$ cat src/rtl/regfile_wb_arbiter_if.sv
// Writeback bus between the result sources and the register-file write-port arbiter.
// The master side is the group of result sources; the slave side is the arbiter.
interface regfile_wb_arbiter_if #(
    parameter int N_REQ  = 3,
    parameter int ADDR_W = 5,
    parameter int DATA_W = 32
);
    logic [N_REQ-1:0]        req_valid;
    logic [N_REQ*ADDR_W-1:0] req_addr;
    logic [N_REQ*DATA_W-1:0] req_data;
    logic [N_REQ-1:0]        req_ready;
    logic                    wb_hold;
    logic [ADDR_W-1:0]       address_d;
    logic [DATA_W-1:0]       data_dval;
    logic                    write_enable;
    logic [2:0]              grant_id;
    logic [2**ADDR_W-1:0]    pending_mask;

    modport master (
        output req_valid, req_addr, req_data, wb_hold,
        input  req_ready, address_d, data_dval, write_enable, grant_id, pending_mask
    );

    modport slave (
        input  req_valid, req_addr, req_data, wb_hold,
        output req_ready, address_d, data_dval, write_enable, grant_id, pending_mask
    );
endinterface

$ cat src/rtl/regfile_wb_arbiter.sv
// Round-robin arbiter that shares the register file's single write port among the
// writeback sources. It also produces a registered mask of destination registers that have a write pending.
module regfile_wb_arbiter #(
    parameter int N_REQ     = 3,
    parameter int ADDR_W    = 5,
    parameter int DATA_W    = 32,
    parameter int ZERO_LOCK = 1
) (
    input  logic                 clock,
    input  logic                 reset,
    regfile_wb_arbiter_if.slave  bus
);
    localparam int PTR_W = (N_REQ > 1) ? $clog2(N_REQ) : 1;
    localparam logic [2:0] LAST_IDX = 3'(N_REQ - 1);

    logic [PTR_W-1:0]     ptr;
    logic                 gnt_any;
    logic [2:0]           gnt_idx;
    int                   cand;
    logic [N_REQ-1:0]     ready;
    logic [ADDR_W-1:0]    sel_addr;
    logic [DATA_W-1:0]    sel_data;
    logic [2**ADDR_W-1:0] pend_nxt;

    logic [ADDR_W-1:0]    addr_q;
    logic [DATA_W-1:0]    data_q;
    logic                 we_q;
    logic [2:0]           gid_q;
    logic [2**ADDR_W-1:0] pend_q;

    // The search starts at ptr and wraps. Grant depends only on valid, hold, reset and ptr.
    always_comb begin
        gnt_any = 1'b0;
        gnt_idx = '0;
        cand    = 0;
        if (!reset && !bus.wb_hold) begin
            for (int k = 0; k < N_REQ; k++) begin
                cand = (int'(ptr) + k) % N_REQ;
                if (!gnt_any && bus.req_valid[cand]) begin
                    gnt_any = 1'b1;
                    gnt_idx = 3'(cand);
                end
            end
        end
    end

    always_comb begin
        ready    = '0;
        sel_addr = '0;
        sel_data = '0;
        for (int i = 0; i < N_REQ; i++) begin
            if (gnt_any && gnt_idx == 3'(i)) begin
                ready[i] = 1'b1;
                sel_addr = bus.req_addr[i*ADDR_W +: ADDR_W];
                sel_data = bus.req_data[i*DATA_W +: DATA_W];
            end
        end
    end

    always_comb begin
        pend_nxt = '0;
        for (int i = 0; i < N_REQ; i++) begin
            if (bus.req_valid[i]) begin
                pend_nxt[bus.req_addr[i*ADDR_W +: ADDR_W]] = 1'b1;
            end
        end
        if (ZERO_LOCK != 0) begin
            pend_nxt[0] = 1'b0;
        end
    end

    always_ff @(posedge clock) begin
        if (reset) begin
            ptr    <= '0;
            addr_q <= '0;
            data_q <= '0;
            we_q   <= 1'b0;
            gid_q  <= '0;
            pend_q <= '0;
        end else begin
            pend_q <= pend_nxt;
            if (gnt_any) begin
                addr_q <= sel_addr;
                data_q <= sel_data;
                gid_q  <= gnt_idx;
                // A write to r0 is accepted from the source but not issued to the register file.
                we_q   <= !((ZERO_LOCK != 0) && (sel_addr == '0));
                if (gnt_idx == LAST_IDX) begin
                    ptr <= '0;
                end else begin
                    ptr <= PTR_W'(gnt_idx + 3'd1);
                end
            end else begin
                we_q <= 1'b0;
            end
        end
    end

    assign bus.req_ready    = ready;
    assign bus.address_d    = addr_q;
    assign bus.data_dval    = data_q;
    assign bus.write_enable = we_q;
    assign bus.grant_id     = gid_q;
    assign bus.pending_mask = pend_q;
endmodule
$ cat src/flat_wrapper.sv
// flat-port wrapper written by rule: the top's interface ports become plain ports
module regfile_wb_arbiter_flat 
#(
    parameter int N_REQ     = 3,
    parameter int ADDR_W    = 5,
    parameter int DATA_W    = 32,
    parameter int ZERO_LOCK = 1
)
  (clock, reset, bus_req_valid, bus_req_addr, bus_req_data, bus_wb_hold, bus_req_ready, bus_address_d, bus_data_dval, bus_write_enable, bus_grant_id, bus_pending_mask);
  regfile_wb_arbiter_if #(.N_REQ(N_REQ), .ADDR_W(ADDR_W), .DATA_W(DATA_W)) bus_i ();
  input  logic clock;
  input  logic reset;
  input wire logic [$bits(bus_i.req_valid)-1:0] bus_req_valid;
  input wire logic [$bits(bus_i.req_addr)-1:0] bus_req_addr;
  input wire logic [$bits(bus_i.req_data)-1:0] bus_req_data;
  input wire logic [$bits(bus_i.wb_hold)-1:0] bus_wb_hold;
  output wire logic [$bits(bus_i.req_ready)-1:0] bus_req_ready;
  output wire logic [$bits(bus_i.address_d)-1:0] bus_address_d;
  output wire logic [$bits(bus_i.data_dval)-1:0] bus_data_dval;
  output wire logic [$bits(bus_i.write_enable)-1:0] bus_write_enable;
  output wire logic [$bits(bus_i.grant_id)-1:0] bus_grant_id;
  output wire logic [$bits(bus_i.pending_mask)-1:0] bus_pending_mask;
  assign bus_i.req_valid = bus_req_valid;
  assign bus_i.req_addr = bus_req_addr;
  assign bus_i.req_data = bus_req_data;
  assign bus_i.wb_hold = bus_wb_hold;
  assign bus_req_ready = bus_i.req_ready;
  assign bus_address_d = bus_i.address_d;
  assign bus_data_dval = bus_i.data_dval;
  assign bus_write_enable = bus_i.write_enable;
  assign bus_grant_id = bus_i.grant_id;
  assign bus_pending_mask = bus_i.pending_mask;
  regfile_wb_arbiter #(.N_REQ(N_REQ), .ADDR_W(ADDR_W), .DATA_W(DATA_W), .ZERO_LOCK(ZERO_LOCK)) u_core (.clock(clock), .reset(reset), .bus(bus_i));
endmodule
$ cat config.mk
export PLATFORM = sky130hd
export DESIGN_NAME = regfile_wb_arbiter_flat
export DESIGN_NICKNAME = d
export VERILOG_FILES = /design/src/rtl/regfile_wb_arbiter_if.sv /design/src/rtl/regfile_wb_arbiter.sv /design/src/flat_wrapper.sv
export SDC_FILE = /design/constraint.sdc
export NUM_CORES = 1
export LEC_CHECK = 0
export CAP_MARGIN = 20
export CELL_PAD_IN_SITES_DETAIL_PLACEMENT = 1
export CELL_PAD_IN_SITES_GLOBAL_PLACEMENT = 1
export CORE_UTILIZATION = 33
export CTS_CLUSTER_DIAMETER = 150
export DETAILED_ROUTE_END_ITERATION = 8
export GPL_ROUTABILITY_DRIVEN = 0
export GPL_TIMING_DRIVEN = 0
export PLACE_DENSITY = 0.95
export SYNTH_ARGS = -nofsm -noshare
export SYNTH_HDL_FRONTEND = slang
export SYNTH_SLANG_ARGS = --single-unit
$ cat constraint.sdc
create_clock -name clock -period 4.5 [get_ports clock]
set_clock_uncertainty 0.05 [all_clocks]
set_input_delay 1.125 -clock clock [delete_from_list [all_inputs] [get_ports clock]]
set_output_delay 1.125 -clock clock [all_outputs]
set_load 0.1 [all_outputs]
# [Word-level counts from Yosys, hierarchy flattened]
# Cells that the tools add are included.
[classes] n_eq_ne=2 mux=38 shift=0 bitwise_logic=3 n_div=3 n_mul=0 reduce_logical=17 n_lt_le_gt_ge=9 n_addsub=3
[op_table] operator="two-way mux 32 bit" count=6
[op_table] operator="< comparator 32 x 4 -> 1 bit, second input constant" count=3
[op_table] operator="remainder unit 32 x 3 -> 32 bit, second input constant" count=2
[op_table] operator="OR 32 bit" count=2
[op_table] operator="remainder unit 3 x 3 -> 32 bit, second input constant" count=1
[op_table] operator="< comparator 5 x 6 -> 1 bit, second input constant" count=3
[op_table] operator="two-way mux 1 bit" count=18
[op_table] operator="demux 1 bit (select 5 bit)" count=3
[op_table] operator="greater-or-equal comparator 5 x 1 -> 1 bit, second input constant" count=3
[op_table] operator="two-way mux 5 bit" count=3
[op_table] operator="two-way mux 3 bit" count=4
[op_table] operator="logical AND 1 bit" count=9
[op_table] operator="binary-select mux 1 bit (select 2 bit)" count=3
[op_table] operator="zero test 1 bit" count=5
[op_table] operator="zero test 5 bit" count=1
[op_table] operator="adder 2 x 1 -> 3 bit, second input constant" count=1
[op_table] operator="adder 2 x 2 -> 3 bit, second input constant" count=1
[op_table] operator="equality test 3 x 1 -> 1 bit, second input constant" count=1
[op_table] operator="equality test 3 x 2 -> 1 bit, second input constant" count=1
[op_table] operator="zero test 3 bit" count=1
[op_table] operator="adder 2 x 1 -> 2 bit, second input constant" count=1
[op_table] operator="two-way mux 2 bit" count=1
[op_table] operator="OR reduction 2 bit" count=1
[op_table] operator="inverter 1 bit" count=1
[word_totals] output_inout_bits=76 ram_bits=0 latch_bits=0 rom_bits=0 register_bits=75 n_memories=0 input_bits=117

# [Longest topological paths before layout]
[logic_depth] depth_word=21 depth_mapped=10 ltp_nobuf=7

# [Worst setup path before layout]
# No wires, ideal clock.
[synth_path] kind="input to output" startpoint="input reset" endpoint="output bus_req_ready[1]" path_buffers=1 setup_slack_ns=-1.027 t_arrival_ns=4.352 required_ns=3.325 path_stages=6 path_cell_list="clkbuf_1 nor2_1 o41ai_2 a221oi_4 o221ai_2 nor3_1"
[synth_via] elab_chain_len=6 elab_cells_between_ends=7 cone_classes="eq/ne (1); mux (3); reduce/logical (3)"
[synth_lines] item="from (decl)" line="flat_wrapper.sv:12" source="input logic reset;"
[synth_lines] item="zero test 1 bit (*)" line="regfile_wb_arbiter.sv:36" source="if (!reset && !bus.wb_hold) begin"
[synth_lines] item="logical AND 1 bit (*)" line="regfile_wb_arbiter.sv:36"
[synth_lines] item="two-way mux 3 bit" line="regfile_wb_arbiter.sv:36"
[synth_lines] item="equality test 3 x 1 -> 1 bit" line="regfile_wb_arbiter.sv:52" source="if (gnt_any && gnt_idx == 3'(i)) begin"
[synth_lines] item="logical AND 1 bit (*)" line="regfile_wb_arbiter.sv:52"
[synth_lines] item="two-way mux 1 bit (*)" line="regfile_wb_arbiter.sv:52"
[synth_lines] item="to (decl)" line="flat_wrapper.sv:17" source="output wire logic [$bits(bus_i.req_ready)-1:0] bus_req_ready;"
# Every way passes the cells marked *; elsewhere a longest branch is shown, timed or not.

# [Worst setup path after layout]
[layout_path] startpoint="input bus_req_valid[2]" endpoint="output bus_req_ready[2]"
[layout_via] elab_chain_len=16 elab_cells_between_ends=26 cone_classes="eq/ne (1); mux (20); reduce/logical (5)"
[layout_lines] item="from (decl)" line="flat_wrapper.sv:13" source="input wire logic [$bits(bus_i.req_valid)-1:0] bus_req_valid;"
[layout_lines] item="binary-select mux 1 bit (select 2 bit)" line="regfile_wb_arbiter.sv:39" source="if (!gnt_any && bus.req_valid[cand]) begin"
[layout_lines] item="two-way mux 1 bit (implied by the code) (2 in a row)" line="regfile_wb_arbiter.sv:39"
[layout_lines] item="two-way mux 1 bit" line="regfile_wb_arbiter.sv:39"
[layout_lines] item="two-way mux 1 bit" line="regfile_wb_arbiter.sv:36"
[layout_lines] item="zero test 1 bit" line="regfile_wb_arbiter.sv:39"
[layout_lines] item="logical AND 1 bit" line="regfile_wb_arbiter.sv:39"
[layout_lines] item="two-way mux 1 bit" line="regfile_wb_arbiter.sv:39"
[layout_lines] item="two-way mux 1 bit" line="regfile_wb_arbiter.sv:36"
[layout_lines] item="zero test 1 bit" line="regfile_wb_arbiter.sv:39"
[layout_lines] item="logical AND 1 bit" line="regfile_wb_arbiter.sv:39"
[layout_lines] item="two-way mux 3 bit" line="regfile_wb_arbiter.sv:39"
[layout_lines] item="two-way mux 3 bit" line="regfile_wb_arbiter.sv:36"
[layout_lines] item="equality test 3 x 2 -> 1 bit" line="regfile_wb_arbiter.sv:52"
[layout_lines] item="logical AND 1 bit (*)" line="regfile_wb_arbiter.sv:52"
[layout_lines] item="two-way mux 1 bit (*)" line="regfile_wb_arbiter.sv:52"
# Every way passes the cells marked *; elsewhere a longest branch is shown, timed or not. The select of a mux whose other input is x is not followed.

==> metrics.md <==
| Metric | Value |
|---|---|
| Most common cell in the netlist | dfxtp_1 |
| Area contributors post-synth | dfxtp_1 (34%), a22oi_1 (7.6%), o221ai_2 (7.3%) |
| FMAX | about 220 MHz |
| Nets | between 700 and 800 |
| Core Util, Final | 0.530 |
| Syn Inst Count | ~480 |
| Wire length on met3 | between 1.5 and 2 mm |
| Post-synthesis sequential area ratio | 0.342 |
| H-tree depth | 3 |
| Initial core utilization | 0.341 |
| Core area | approximately 13,000 µm² |
| DR pass1 iterations | 5 |
| Hold Vio Cnt, Final | 0 |
| Max-cap violations | 0 |
| Final setup fails | 0 |
| Die area | ~14,000 µm² |
| Async SR Flop Fraction | 0 |
| Placed cell areas | about 6400 µm² |
| Pwr/cell area | between 300 and 400 nW/µm² |
| Clock Path Buffers | 2 |
| FF-to-FF setup slack | between 1500 and 2000 ps |
| Hold depth | 1 |
| Area share of the largest cell type after synthesis | 0.342 |
| HPWL Detailed | about 14 mm |
| Top sig layer | met4 |
| Total clock sinks | 74 |
| Worst EP arrival | 3290 ps |
| Clock period minus worst slack | approximately 4500 ps |
| M1 WL | 6.95 mm |
| Worst Setup Path Type | in -> out |
| Worst-Margin Slew | 1130 ps |
| Startpoint types | input port |
| WL met2 | roughly 9.2 mm |
| CTS buffer count | 9 |
| Synthesized cell area | approximately 4300 µm² |
| Clk root buf | clkbuf_16 |
| CP Capture Type | output pin |
| Routed wire length per instance | about 22 µm |
| Hold Path Class | reg -> reg |
| Synth Flop Type | dfxtp_1 |
| Die height | between 100 and 150 µm |
| Relative slew slack | 0.244 |
| Synth unique cells | 60 |
| Yosys Warn Count | 0 |
| Hold path endpoint | u_core.bus.grant_id[0] |
| HP Start | u_core.bus.grant_id[0] |
| Largest net degree at the start of global routing | 13 |
| Pins Over Slew Limit | 0 |
| Vias per cell | around 5.8 |
| Reg2Reg Depth | 9 |
| Share of cells above drive strength 1 | 0.166 |
| Flops & latches, synth | between 70 and 80 |
| Syn nets | around 600 |
| Number of synthesized flops with an enable pin | 0 |
| GRT overflow | 0 |
| First-pass GRT wire length | between 20 and 30 mm |
| RR Startpoint | u_core.ptr[1] |
| Die Width | 117 µm |
| Diode count | 0 |
| Mapped Avg Cell Area | just over 9 µm² |
| GRT Total Usage | 0.271 |
| Rows | slightly above 40 |
| Status | complete, no violations |
| Peak VDD IR | between 0.15 and 0.2 mV |
| Post-route antenna net violation count | 0 |
| Via count | approximately 5,000 |
| Port Buffers | 181 |
| I/O pins | 193 |
| Vias in the first global route | 5,125 |
| Worst skew pair latency | roughly 350 ps |
| Synth top cells by count | dfxtp_1 (74), a22oi_1 (44), nand2_1 (39) |
| Crit path required time | roughly 3300 ps |
| Number of antenna violations at the first check in global routing | 0 |
| Detailed-route DRC error count | 0 |
| Synth-to-Final Area Change | 55.4% |
| Hold Buf Count CTS | 0 |
| Fin crit share | 0.992 |
| Clk slew on worst S/H paths | roughly 60 ps |
| Crit path max fanout | 10 |
| DRT iter0 DRCs | roughly 350 |
| CTS tree | built |
| Final setup TNS | 0 ps |
| Post-synth top area cell | dfxtp_1 |
| Drt total wl | 18.5 mm |
| P_leak | approximately 2.3 nW |
| RR Endpoint | u_core.bus.data_dval[14] |
| Final Cell Area | ~6700 µm² |
## metal layers
metal / GRT usage / vias up
li1: - / 2227
met1: 0.301 / 2396
met2: 0.481 / 281
met3: 0.0773 / 50
met4: 0.118 / 0
met5: 0 / -
## cell usage in the layout (no fill, tap or decap), drive strengths merged, types with 3 or more instances in the layout
master / count
nand2: 39
o221ai: 25
ha: 6
and3: 6
and2: 3
buf: 28
nand3: 37
inv: 8
clkdlybuf4s50: 176
nor3: 8
nor2: 18
dfxtp: 74
o21ai: 24
and3b: 7
a221o: 3
a22oi: 44
nor3b: 10
a21o: 3
o31ai: 13
o22a: 24
a2bb2oi: 13
a21oi: 31
clkbuf: 45
## critical path, cell delays in order
cell	delay [ps]
clkdlybuf4s50_1	570
buf_6	180
nand2_1	60
a22oi_1	220
o32a_1	290
o22ai_2	170
buf_6	210
nor3_2	110
clkbuf_4	350
## power by group
group / leakage, nW / internal, mW / switching (mW)
Combinational: 1.58 / 0.329 / 0.729
Clock: 0.141 / 0.417 / 0.293
Sequential: 0.604 / 0.711 / 0.0313
Total: 2.33 / 1.46 / 1.05
## how the worst max path moves through the flow
stage / startpoint / end / slack, ps / depth (start not counted)
2_1_floorplan: reset / bus_req_ready[1] / -190 / 6
3_3_place_gp: bus_req_valid[1] / bus_req_ready[1] / -1090 / 8
3_5_place_dp: bus_req_valid[1] / bus_req_ready[1] / -1230 / 8
4_1_cts: bus_req_valid[1] / bus_req_ready[0] / -20 / 7
5_1_grt: bus_req_valid[2] / bus_req_ready[2] / -30 / 9
6_report: bus_req_valid[2] / bus_req_ready[2] / 40 / 9
## state kept, by name, indices dropped and copies added (netlist names)
signal,count
u_core.bus.data_dval,32
u_core.bus.pending_mask,31
u_core.bus.address_d,5
u_core.bus.grant_id,3
u_core.ptr,2
u_core.bus.write_enable,1
## logic make-up (layout without fill, tap and decap cells)
group,count (synthesis),count (layout),synth area share
other cells,1,1,0.000865
compound gates,195,195,0.401
flops,74,74,0.342
mux,1,1,0.00231
fa+ha+maj,7,7,0.0199
buf+inv,60,263,0.0704
simple gates,137,137,0.162
xor+xnor,1,1,0.00202
## stage by stage
| step | hold WS (ps) | instances | power, mW | worst slack (ps) |
|---|---|---|---|---|
| detailed placement | 403 | 830 | 1.79 | -1230 |
| global placement | 390 | 829 | 1.75 | -1090 |
| CTS | 418 | 847 | 2.50 | -19.9 |
| finish | 417 | 851 | 2.51 | 35.4 |
| floorplan | 502 | 476 | 1.47 | -190 |
| global route | 437 | 851 | 2.59 | -30.0 |
## layout make-up
type | count | area [µm²]
buffer | 52 | 282
clock buffer | 12 | 267
clock inverter | 4 | 25.0
fill | 1485 | 5980
inverter | 8 | 30.0
multi-input combinational | 342 | 2580
sequential | 74 | 1480
tap | 172 | 215
timing repair buffer | 187 | 1860
## repair_timing
item,CTS,global route
endpoints found under the setup margin,3,3
setup buffers,1,3
resized for setup,20,7
pin swaps,1,1
No activity file was read; power rests on OpenSTA's default activity.
